$ cat src/rtl/vga_pkg.sv
// Shared screen geometry, port widths and arbiter state encoding for the VGA plotting path.
package vga_pkg;
  localparam int unsigned X_W      = 8;
  localparam int unsigned Y_W      = 7;
  localparam int unsigned COLOUR_W = 3;
  localparam int unsigned SCREEN_W = 160;
  localparam int unsigned SCREEN_H = 120;

  typedef enum logic [1:0] {
    StIdle,
    StSpan,
    StClear
  } state_e;

  localparam logic [2:0] BLACK = 3'b000;
endpackage

$ cat src/rtl/vga_rr_grant.sv
// Combinational round-robin arbiter: one-hot grant to the first valid requester at or after i_ptr.
module vga_rr_grant #(
  parameter int unsigned NUM_REQ = 2,
  parameter int unsigned PTR_W   = 1
) (
  input  logic [NUM_REQ-1:0] i_valid,
  input  logic [PTR_W-1:0]   i_ptr,
  output logic [NUM_REQ-1:0] o_grant,
  output logic [PTR_W-1:0]   o_idx,
  output logic               o_any
);

  logic [PTR_W-1:0] w_cand;

  always_comb begin
    o_grant = '0;
    o_idx   = '0;
    o_any   = 1'b0;
    w_cand  = '0;
    for (int k = 0; k < NUM_REQ; k++) begin
      w_cand = PTR_W'((32'(i_ptr) + 32'(k)) % NUM_REQ);
      if (!o_any && i_valid[w_cand]) begin
        o_any           = 1'b1;
        o_idx           = w_cand;
        o_grant[w_cand] = 1'b1;
      end
    end
  end

endmodule

$ cat src/rtl/vga_plot_arbiter.sv
// Sole driver of the VGA adapter write port: round-robin vertical-span requesters plus a
// full-screen clear engine, one pixel per clock through a registered output stage.
module vga_plot_arbiter #(
  parameter int unsigned NUM_REQ  = 2,
  parameter int unsigned X_W      = vga_pkg::X_W,
  parameter int unsigned Y_W      = vga_pkg::Y_W,
  parameter int unsigned COLOUR_W = vga_pkg::COLOUR_W,
  parameter int unsigned X_MAX    = vga_pkg::SCREEN_W - 1,
  parameter int unsigned Y_MAX    = vga_pkg::SCREEN_H - 1
) (
  input  logic                          i_clock,
  input  logic                          i_resetn,
  input  logic [NUM_REQ-1:0]            i_req_valid,
  input  logic [NUM_REQ*X_W-1:0]        i_req_x,
  input  logic [NUM_REQ*Y_W-1:0]        i_req_y0,
  input  logic [NUM_REQ*Y_W-1:0]        i_req_y1,
  input  logic [NUM_REQ*COLOUR_W-1:0]   i_req_colour,
  output logic [NUM_REQ-1:0]            o_req_ready,
  output logic [NUM_REQ-1:0]            o_done,
  input  logic                          i_clear_req,
  input  logic [COLOUR_W-1:0]           i_clear_colour,
  output logic                          o_busy,
  output logic [X_W-1:0]                o_x,
  output logic [Y_W-1:0]                o_y,
  output logic [COLOUR_W-1:0]           o_colour,
  output logic                          o_plot
);
  import vga_pkg::*;

  localparam int unsigned PTR_W = (NUM_REQ > 1) ? $clog2(NUM_REQ) : 1;

  state_e                r_state;
  logic [PTR_W-1:0]      r_rr_ptr;
  logic                  r_clear_pending;
  logic [NUM_REQ-1:0]    r_cur;
  logic [Y_W-1:0]        r_yhi;
  logic [X_W-1:0]        r_x;
  logic [Y_W-1:0]        r_y;
  logic [COLOUR_W-1:0]   r_colour;
  logic                  r_plot;
  logic [NUM_REQ-1:0]    r_done;

  logic [NUM_REQ-1:0]    w_grant;
  logic [PTR_W-1:0]      w_idx;
  logic                  w_any;
  logic                  w_clear;
  logic                  w_idle;
  logic [X_W-1:0]        w_sel_x;
  logic [Y_W-1:0]        w_sel_y0;
  logic [Y_W-1:0]        w_sel_y1;
  logic [COLOUR_W-1:0]   w_sel_colour;
  logic [Y_W-1:0]        w_ylo;
  logic [Y_W-1:0]        w_ymax;
  logic [Y_W-1:0]        w_yhi;
  logic                  w_empty;

  vga_rr_grant #(
    .NUM_REQ (NUM_REQ),
    .PTR_W   (PTR_W)
  ) u_rr_grant (
    .i_valid (i_req_valid),
    .i_ptr   (r_rr_ptr),
    .o_grant (w_grant),
    .o_idx   (w_idx),
    .o_any   (w_any)
  );

  // A clear_req arriving in the IDLE decision cycle itself must already beat the requesters.
  assign w_clear = r_clear_pending | i_clear_req;
  assign w_idle  = (r_state == StIdle);

  assign w_sel_x      = i_req_x[w_idx*X_W +: X_W];
  assign w_sel_y0     = i_req_y0[w_idx*Y_W +: Y_W];
  assign w_sel_y1     = i_req_y1[w_idx*Y_W +: Y_W];
  assign w_sel_colour = i_req_colour[w_idx*COLOUR_W +: COLOUR_W];
  assign w_ylo        = (w_sel_y0 < w_sel_y1) ? w_sel_y0 : w_sel_y1;
  assign w_ymax       = (w_sel_y0 < w_sel_y1) ? w_sel_y1 : w_sel_y0;
  assign w_yhi        = (w_ymax > Y_W'(Y_MAX)) ? Y_W'(Y_MAX) : w_ymax;
  assign w_empty      = (w_sel_x > X_W'(X_MAX)) || (w_ylo > Y_W'(Y_MAX));

  // Gated by reset so a held request is never acknowledged while the block is held in reset.
  assign o_req_ready = (w_idle && !w_clear && i_resetn) ? w_grant : '0;
  assign o_busy      = !w_idle || r_clear_pending;
  assign o_done      = r_done;
  assign o_x         = r_x;
  assign o_y         = r_y;
  assign o_colour    = r_colour;
  assign o_plot      = r_plot;

  always_ff @(posedge i_clock or negedge i_resetn) begin
    if (!i_resetn) begin
      r_state         <= StIdle;
      r_rr_ptr        <= '0;
      r_clear_pending <= 1'b0;
      r_cur           <= '0;
      r_yhi           <= '0;
      r_x             <= '0;
      r_y             <= '0;
      r_colour        <= COLOUR_W'(BLACK);
      r_plot          <= 1'b0;
      r_done          <= '0;
    end else begin
      if (w_idle && w_clear) begin
        r_clear_pending <= 1'b0;
      end else if (i_clear_req) begin
        r_clear_pending <= 1'b1;
      end

      unique case (r_state)
        StIdle: begin
          r_plot <= 1'b0;
          r_done <= '0;
          if (w_clear) begin
            r_state  <= StClear;
            r_x      <= '0;
            r_y      <= '0;
            r_colour <= i_clear_colour;
            r_plot   <= 1'b1;
          end else if (w_any) begin
            r_state  <= StSpan;
            r_cur    <= w_grant;
            r_yhi    <= w_yhi;
            r_rr_ptr <= PTR_W'((32'(w_idx) + 32'd1) % NUM_REQ);
            if (w_empty) begin
              r_done <= w_grant;
            end else begin
              r_x      <= w_sel_x;
              r_y      <= w_ylo;
              r_colour <= w_sel_colour;
              r_plot   <= 1'b1;
              if (w_ylo == w_yhi) r_done <= w_grant;
            end
          end
        end
        StSpan: begin
          // r_done set means the pixel now on the port is the span's last one.
          if (|r_done) begin
            r_state <= StIdle;
            r_plot  <= 1'b0;
            r_done  <= '0;
          end else begin
            r_y    <= r_y + 1'b1;
            r_done <= ((r_y + 1'b1) == r_yhi) ? r_cur : '0;
          end
        end
        StClear: begin
          if (r_x == X_W'(X_MAX) && r_y == Y_W'(Y_MAX)) begin
            r_state <= StIdle;
            r_plot  <= 1'b0;
          end else if (r_x == X_W'(X_MAX)) begin
            r_x <= '0;
            r_y <= r_y + 1'b1;
          end else begin
            r_x <= r_x + 1'b1;
          end
        end
        default: r_state <= StIdle;
      endcase
    end
  end

endmodule

$ cat config.mk
export PLATFORM = sky130hd
export DESIGN_NAME = vga_plot_arbiter
export DESIGN_NICKNAME = d
export VERILOG_FILES = /design/src/rtl/vga_pkg.sv /design/src/rtl/vga_rr_grant.sv /design/src/rtl/vga_plot_arbiter.sv
export SDC_FILE = /design/constraint.sdc
export NUM_CORES = 1
export LEC_CHECK = 0
export ABC_CLOCK_PERIOD_IN_PS = 3550
export BUFFER_PORTS_ARGS = -buffer_cell sky130_fd_sc_hd__buf_2
export CAP_MARGIN = 10
export CORE_MARGIN = 2
export CORE_UTILIZATION = 54
export CTS_CLUSTER_DIAMETER = 200
export CTS_CLUSTER_SIZE = 16
export DETAILED_ROUTE_END_ITERATION = 10
export PLACE_DENSITY = 0.83
export SLEW_MARGIN = 20
export SYNTH_ARGS = -nofsm -noshare
export SYNTH_HDL_FRONTEND = slang
export SYNTH_SLANG_ARGS = --single-unit
$ cat constraint.sdc
create_clock -name i_clock -period 3.55 [get_ports i_clock]
set_input_delay 0.71 -clock i_clock [delete_from_list [all_inputs] [get_ports i_clock]]
set_output_delay 0.71 -clock i_clock [all_outputs]
set_load 0.01 [all_outputs]
==> results.cfg <==
[floorplan]
dieArea_sq_um = 6550
num_rows = 28
die_x_um = 80.9
die_y_um = 80.9
initial_core_util = 0.549
core_sq_um = 5820
num_io_pins = 82

[layout]
area_growth_pct = 23.2
drive_gt1_frac = 0.267
antenna_cells = 0
final_area_sq_um = 3940
post-route-util = 0.677
fillers = 511
nets = 574
final_common_cell = buf_2
final_cell_mix = buf_2 (81), nand2_1 (63), a21oi_1 (38)

[routing]
post-route-drc-count = 0
drtPass1Iterations = 5
wl_mm = 9.37
wire_per_inst_um = 16.1
antenna_left = 0
first_iter_violations = 276
vias = 3597
viasPerCell = 6.20

[critical_path]
cp-start-kind = input pin
crit_path_end_kind = flop
rrSetupSlack_ns = 0.27
worst_ep_required_time_ns = 3.70
critPathMaxStageDelay_ns = 0.49
crit_chain = buf_2, nor2b_4, nor2_2, buf_4, mux2i_1, ha_1, o21ai_0, o21ai_0, o211ai_1, a2111oi_1, buf_4, nor3_1, nor3_2, a221oi_1
crit_family = compound AO/OA/AOI/OAI gates
r2r-start = r_rr_ptr
critical_path_class = in -> reg
worstPathArrival_ns = 3.50
crit_fanout = 10
crit_buf_inv = 3
r2r.worst_path.cells = 12
cp_slowest_cell = a2111oi_1
r2r-end = o_y[2]

[clock_tree]
root_buffer = clkbuf_8
clock-sinks = 34
clk_latency_ns = 0.29
htreeDepth = 2
cts_tree = yes
numCtsBuffers = 5
ctsHoldBuffers = 0
path_clk_slew_ns = 0.08
cts_buffer_depth = 2

[sta]
min_period_ns = 3.35
slew_viol_final = 0
max_freq_mhz = 299
rsz0062_at_grt = no
hold_slack_ns = 0.287
fin_skew_ns = 0.00862
slew_headroom = 0.678
hold_violations = 0
worstMarginPinSlew_ns = 0.482
setup_viol = 0
min_period_over_period = 0.943

[grt]
grt_overflow_total = 0
grt_pass1_wl_mm = 15.2
antenna_found_initial = 0
grt_pass1_vias = 3170
grt_max_degree = 26
grt_usage = 0.297

[synth]
synth_top_family_by_area = compound AO/OA/AOI/OAI gates
ys.flop_type = dfrtp_1
syn_avg_cell_area_sq_um = 7.91
synthSimpleGateAreaFrac = 0.228
ys_types = 66
synth_compound_area_frac = 0.295
synth_edf_count = 0
synth-seq-cells = 34
synth_async_sr_flop_share = 1.00
synth_nets = 474
syn_area_sq_um = 3200
yosys.area_share.xor_xnor = 0.0579
synthAdderAreaFrac = 0.0470
synth-seq-area-share = 0.266
synthMuxAreaShare = 0.0654
syn-instance-count = 404
yosysWarnings = 0

[pwr]
powerDensity_nw_per_um2 = 249
p_leak_nw = 1.83
irDropWorstVdd_uv = 212

[placement]
hpwl_mm = 7.47
portBuffers = 81
place_congestion = 1.02
placedInstanceArea_sq_um = 3840

[status]
outcome = completed

[flow_run]
cap_violations = 0

[hold_path]
hp-class = in -> async
worst reg2reg max path, cell delays in order (launching register included):
cell       delay (ns)
dfrtp_1          0.44
nand2b_1         0.24
nand2_2          0.12
mux2i_1          0.25
inv_1            0.11
ha_1             0.32
a211oi_1         0.22
o21ai_0          0.15
o211a_1          0.18
o2111ai_2        0.31
nand3_2          0.24
a31o_2           0.27
a221oi_1         0.31
worst max-delay path by stage:
| stage | end | startpoint | slack (ns) | cells past startpoint |
|---|---|---|---|---|
| 5_1_grt | o_y[3] | i_req_valid[0] | 0.01 | 14 |
| 3_3_place_gp | o_y[3] | i_req_valid[0] | -0.02 | 14 |
| 3_5_place_dp | o_y[2] | i_req_valid[0] | -0.22 | 14 |
| 4_1_cts | o_y[2] | i_req_valid[0] | 0.07 | 14 |
| 6_report | o_y[2] | i_req_valid[0] | 0.20 | 14 |
| 2_1_floorplan | o_y[3] | i_req_valid[0] | 0.13 | 12 |
synth_stat cells (all sizes together) (6+ instances only):
master  number  area (sq um)
a21oi       38           190
a31oi        8          65.1
and3        11          68.8
buf          6          33.8
clkbuf      10          37.5
dfrtp       34           851
ha          12           150
inv         15          56.3
mux2i       13           130
nand2       64           243
nand3       11          60.1
nand4        7          43.8
nor2        25          93.8
o211ai       7          52.6
o21ai       38           190
xnor2       11          96.3
stage by stage:
step	worst slack (ns)	TNS [ns]	total power, mW	instances
6_report	0.202	0	0.980	580
5_1_grt	0.0131	0	1.03	580
4_1_cts	0.0667	0	0.976	580
3_5_place_dp	-0.224	-0.945	0.674	572
3_3_place_gp	-0.0243	-0.0521	0.665	572
2_1_floorplan	0.134	0	0.552	404
what timing repair did:
| item | 4_1_cts | 5_1_grt |
|---|---|---|
| setup buffers | 0 | 0 |
| gates resized for setup | 0 | 2 |
| setup endpoints to repair | 0 | 6 |
final cells by class:
type | instances | area [sq um] | share of cell area
Sequential cell | 34 | 851 | 0.216
Clock inverter | 2 | 12.5 | 0.00318
Tap cell | 75 | 93.8 | 0.0238
Inverter | 15 | 56.3 | 0.0143
Clock buffer | 6 | 82.6 | 0.0210
Timing Repair Buffer | 109 | 616 | 0.156
Multi-Input combinational cell | 339 | 2230 | 0.565
kinds of logic (layout without fill, tap and decap cells):
| group | count (synthesis) | after routing |
|---|---|---|
| simple gates | 149 | 149 |
| compound gates | 142 | 142 |
| flops | 34 | 34 |
| buf+inv | 31 | 132 |
| xor+xnor | 18 | 18 |
| mux | 18 | 18 |
| fa+ha+maj | 12 | 12 |
report_power, final:
part	internal, mW	switching, mW	leakage, nW
registers	0.387	0.0000000000000000127	0.445
clock network	0.156	0.151	0.0472
logic	0.122	0.163	1.34
flip-flops by register name, summed over array words and instances, names as in the netlist:
name and flops:
o_colour 3, o_done 2, o_plot 1, o_x 8
o_y 7, r_clear_pending 1, r_cur 2, r_rr_ptr 1
r_state 2, r_yhi 7
layer usage:
layer	GRT usage	vias to the layer above	wire length [um]
met5	0	-	0
met4	0.110	0	193
met3	0.0567	19	706
met2	0.464	174	4330
met1	0.409	1685	4140
li1	-	1719	-
Power figures use the tool's default switching activity.
